### src/rtl/segment_display_arbiter.sv
// Round-robin arbiter that shares the segment_display write port between the CPU
// MMIO path and the debug path, with a programmable dwell after each write strobe.
package segment_display_arbiter_pkg;
  typedef logic [31:0] word_t;
endpackage

module segment_display_arbiter
  import segment_display_arbiter_pkg::*;
#(
  parameter int unsigned HOLD_CYCLES = 4
) (
  input  logic            clk_i,
  input  logic            reset_i,
  input  logic [1:0]      req_valid_i,
  output logic [1:0]      req_ready_o,
  input  word_t [1:0]     req_data_i,
  input  logic [1:0][3:0] req_mask_i,
  output word_t           write_data_o,
  output logic [3:0]      write_mask_o,
  output logic [1:0]      owner_o,
  output logic            busy_o
);

  localparam int unsigned CNT_W     = (HOLD_CYCLES > 0) ? $clog2(HOLD_CYCLES + 1) : 1;
  localparam int unsigned HOLD_LOAD = (HOLD_CYCLES > 0) ? HOLD_CYCLES - 1 : 0;
  localparam bit          HAS_HOLD  = (HOLD_CYCLES > 0);

  typedef enum logic [1:0] {
    ST_IDLE  = 2'd0,
    ST_WRITE = 2'd1,
    ST_HOLD  = 2'd2
  } state_e;

  state_e             state_q, state_d;
  word_t              write_data_q, write_data_d;
  logic [3:0]         write_mask_q, write_mask_d;
  logic [1:0]         owner_q, owner_d;
  logic               busy_q, busy_d;
  logic               rr_q, rr_d;
  logic [CNT_W-1:0]   cnt_q, cnt_d;
  logic               winner;
  logic               hs;

  // Sole valid requester wins; on contention the rr pointer decides (0 = CPU).
  always_comb begin
    winner      = req_valid_i[1] & (~req_valid_i[0] | rr_q);
    req_ready_o = 2'b00;
    if ((state_q == ST_IDLE) && reset_i && (req_valid_i != 2'b00)) begin
      req_ready_o = 2'b01 << winner;
    end
    hs = |(req_valid_i & req_ready_o);
  end

  // State register
  always_ff @(posedge clk_i or negedge reset_i) begin
    if (!reset_i) begin
      state_q <= ST_IDLE;
    end else begin
      state_q <= state_d;
    end
  end

  // Next-state logic; write_mask_q still holds the accepted mask during WRITE.
  always_comb begin
    state_d = state_q;
    unique case (state_q)
      ST_IDLE:  if (hs) state_d = ST_WRITE;
      ST_WRITE: state_d = (HAS_HOLD && (write_mask_q != 4'h0)) ? ST_HOLD : ST_IDLE;
      ST_HOLD:  if (cnt_q == '0) state_d = ST_IDLE;
      default:  state_d = ST_IDLE;
    endcase
  end

  // Next values of the registered outputs, rr pointer and dwell counter
  always_comb begin
    write_data_d = write_data_q;
    write_mask_d = 4'h0;
    owner_d      = owner_q;
    rr_d         = rr_q;
    cnt_d        = cnt_q;
    busy_d       = (state_d != ST_IDLE);
    if (hs) begin
      write_data_d = req_data_i[winner];
      write_mask_d = req_mask_i[winner];
      owner_d      = 2'b01 << winner;
      rr_d         = ~winner;
    end
    if ((state_q == ST_WRITE) && (state_d == ST_HOLD)) begin
      cnt_d = CNT_W'(HOLD_LOAD);
    end else if ((state_q == ST_HOLD) && (cnt_q != '0)) begin
      cnt_d = cnt_q - CNT_W'(1);
    end
  end

  always_ff @(posedge clk_i or negedge reset_i) begin
    if (!reset_i) begin
      write_data_q <= '0;
      write_mask_q <= 4'h0;
      owner_q      <= 2'b00;
      busy_q       <= 1'b0;
      rr_q         <= 1'b0;
      cnt_q        <= '0;
    end else begin
      write_data_q <= write_data_d;
      write_mask_q <= write_mask_d;
      owner_q      <= owner_d;
      busy_q       <= busy_d;
      rr_q         <= rr_d;
      cnt_q        <= cnt_d;
    end
  end

  assign write_data_o = write_data_q;
  assign write_mask_o = write_mask_q;
  assign owner_o      = owner_q;
  assign busy_o       = busy_q;

endmodule

### config.mk
export PLATFORM = sky130hd
export DESIGN_NAME = segment_display_arbiter
export DESIGN_NICKNAME = d
export VERILOG_FILES = /design/src/rtl/segment_display_arbiter.sv
export SDC_FILE = /design/constraint.sdc
export NUM_CORES = 1
export LEC_CHECK = 0
export CAP_MARGIN = 20
export CORE_MARGIN = 2
export CORE_UTILIZATION = 41
export CTS_BUF_LIST = sky130_fd_sc_hd__clkbuf_2 sky130_fd_sc_hd__clkbuf_4 sky130_fd_sc_hd__clkbuf_8
export DETAILED_ROUTE_END_ITERATION = 10
export HOLD_SLACK_MARGIN = 0.02
export PLACE_DENSITY = 0.86
export SYNTH_ARGS = -nofsm -noshare
export SYNTH_HDL_FRONTEND = slang
export SYNTH_SLANG_ARGS = --single-unit
### constraint.sdc
create_clock -name clk_i -period 2.8 [get_ports clk_i]
set_input_delay 0.42 -clock clk_i [delete_from_list [all_inputs] [get_ports clk_i]]
set_output_delay 0.42 -clock clk_i [all_outputs]
set_load 0.02 [all_outputs]
==> results_dict.tcl <==
set metrics [dict create \
    run_status "finished, final reports clean" \
    die_h_um 78.2 \
    ioPinCount 117 \
    startpoint "req_valid_i[0]" \
    grt_pass1_wl_um 9390 \
    fin_crit_sh_pct 86.8 \
    worstPathMaxFanout 6 \
    coreArea_sq_um 5410 \
    cpPeakStageDelay_ns 0.62 \
    setup_ws_ns 0.371 \
    start_util_pct 41.8 \
    cp_slowest_cell "clkdlybuf4s50_1" \
    cts_sinks 44 \
    initialDrtViolationCount 97 \
    ff2ff_setup_slack_ns 1.22 \
    cts_setup_buffers 0 \
    r2r_start "state_q[1]$_DFF_PN0_" \
    antenna_found_initial 0 \
    postCtsHoldBufs 0 \
    via_count 1918 \
    endpoint_kind "output port" \
    final_layout_size_suffix_gt1_share_pct 16.3 \
    hold_viol_final 0 \
    clk_latency_ns 0.29 \
    hold_path_class "input pin to asynchronous set/reset pin" \
    synth.net_count 250 \
    yosysTopAreaCellShare_pct 48.7 \
    via_per_inst 5.42 \
    critPathLaunchType "input pin" \
    ctsResizeCount 0 \
    post-dp-hpwl_um 4080 \
    grt.total_usage_pct 19.5 \
    fillers 430 \
    powerDensity_nw_per_um2 948 \
    cts_tree "yes" \
    synth_area_leaders "dfrtp_1, a2bb2oi_2, o32ai_1" \
    drv_cap 0 \
    grt-ovfl-total 0 \
    synth-edff-count 0 \
    worstPathArrival_ns 2.01 \
    required_ns 2.38 \
    setup_viol 0 \
    cpMostUsedCell "clkdlybuf4s50_1" \
    die_w_um 78.2 \
    ant_nets 0 \
    rsz0062_at_grt "no" \
    tightest_slew_ns 0.658 \
    p_comb_share_pct 54.2 \
    synthCells 172 \
    seqPwrFrac_pct 33.2 \
    worstReg2RegEnd "write_data_o[1]$_DFFE_PN0P_" \
    wl_um 5790 \
    syn_to_final_growth_pct 55.0 \
    power_switching_uw 1230 \
    numCtsBuffers 5 \
    clkTransAtPathRegs_ns 0.08 \
    ys.flop_type "dfrtp_1" \
    power.internal_uw 2100 \
    fmax_ghz 0.412 \
    finalMaxSlewViolations 0 \
    critical_path_class "input pin to output port" \
    first_pass_iters 4 \
    ys_ff_latch 44 \
    crit_end "req_ready_o[1]" \
    drc 0 \
    synth_area_leader_cell "dfrtp_1" \
    cellLeakagePower_uw 0.00132 \
    switching_share_pct 36.9 \
    fin_crit_ns 2.43 \
    ir_worst_vdd_mv 0.494 \
    place_ws_ns 0.377 \
    clock_skew_ns 0.00382 \
    io_buffers 116 \
    grt_pass1_vias 2005 \
    cts_buffer_depth 2 \
    total_power_uw 3320 \
    clockPowerShare_pct 12.6 \
    cts-htree-levels 2 \
    avgSynthCellArea_sq_um 13.1 \
    slew_headroom_pct 56.2 \
    wl_per_cell_um 16.3 \
    tns_ns 0 \
    reg2reg_depth 5 \
    fin_nets 359 \
    place_congestion 0.750 \
    ys_seq_area_share_pct 48.7 \
    synthArstFlopShare_pct 100 \
    fin_util_pct 64.8 \
    grt_max_degree 45 \
    cts_root_buf "clkbuf_8" \
    ys_warn_count 0 \
    dieArea_sq_um 6120 \
    path_cells "clkdlybuf4s50_1 -> nand2b_1 -> nand3_1 -> inv_1 -> clkdlybuf4s50_1" \
    row_count 27 \
    n_antenna_cell 0 \
    ys_types 29 \
    syn_area_sq_um 2260 \
]
-- worst min path at each step --
stage	from	end	cells after the start
floorplan	reset_i	busy_o$_DFF_PN0_	0
global placement	write_data_o[21]$_DFFE_PN0P_	write_data_o[21]$_DFFE_PN0P_	1
detailed placement	write_data_o[18]$_DFFE_PN0P_	write_data_o[18]$_DFFE_PN0P_	1
CTS	reset_i	write_data_o[18]$_DFFE_PN0P_	2
global route	reset_i	owner_o[0]$_DFFE_PN0P_	2
finish	reset_i	write_data_o[0]$_DFFE_PN0P_	2
-- cells in the mapped netlist (2+ instances only) --
library cell and n:
nand2b_1 3, inv_1 4, nand2_1 2, o32ai_1 32, a2bb2oi_1 5, dfrtp_1 44
o21a_1 2, ha_1 2, a2bb2oi_2 27, o21ai_1 6, buf_12 2, nand3_1 6
a21oi_1 6, nor2b_1 3, buf_2 14
-- power groups by stage --
stage	Sequential [uW]	Clock [uW]	Combinational, uW
after floorplan	1390	0	822
after global placement	1100	0	1790
after detailed placement	1120	0	1820
after CTS	1110	433	1820
after global routing	1140	456	1920
final	1100	420	1800
-- placed cells by master (no fill, tap or decap) --
cell / instances
clkdlybuf4s50_1: 115
dfrtp_1: 44
o32ai_1: 32
a2bb2oi_2: 27
nand3_1: 6
o21ai_1: 6
a21oi_1: 6
clkbuf_8: 6
a2bb2oi_1: 5
inv_1: 4
buf_4: 4
nand2b_1: 3
nor2b_1: 2
nand2_1: 2
o21a_1: 2
ha_1: 2
clkbuf_4: 2
or4_1: 1
nand3b_1: 1
inv_2: 1
nor2b_2: 1
nor3b_4: 1
o21ai_4: 1
clkinv_4: 1
nor3_1: 1
a21bo_2: 1
nor4b_1: 1
a21boi_0: 1
o21ai_0: 1
o211ai_1: 1
buf_2: 1
-- registers in the layout, summed over array words and instances, names as in the netlist --
signal / flops
busy_o: 1
owner_o: 2
state_q: 2
write_mask_o: 4
write_data_o: 32
cnt_q: 3
-- stage by stage --
| step | area (sq um) | instances | hold WS [ns] |
|---|---|---|---|
| global route | 3500 | 354 | 0.271 |
| global placement | 3410 | 346 | 0.506 |
| finish | 3500 | 354 | 0.222 |
| detailed placement | 3410 | 346 | 0.513 |
| CTS | 3500 | 354 | 0.236 |
| floorplan | 2260 | 172 | 0.124 |
-- area by class of cell --
class	count	area, sq um	share of cell area [%]
Tap cell	72	90.1	2.57
Clock buffer	8	97.6	2.79
Timing Repair Buffer	120	1190	33.9
Sequential cell	44	1100	31.4
Multi-Input combinational cell	104	1000	28.6
Inverter	6	27.5	0.786
-- routing by layer --
layer / part of all wire [%] / global-route usage [%]
met1: 41 / 22.7
met2: 51 / 33.5
met3: 6.3 / 5.40
met4: 2.1 / 8.77
met5: 0 / 0
-- kinds of logic (layout without fill, tap and decap cells) --
logic type               count (synthesis)  after routing  share of synthesized area, %
AND/OR/NAND/NOR                         19             19                          5.43
flip-flops                              44             44                          48.7
AO/OA/AOI/OAI                           83             83                          37.7
adder cells (fa/ha/maj)                  2              2                          1.11
buffers and inverters                   24            134                          7.09
-- critical path, delay by kind of cell --
kind,cells,cell delay (ns)
buffers and inverters,3,1.21
and+or+nand+nor,2,0.37
Note: power is estimated with default switching activity, not from simulation.
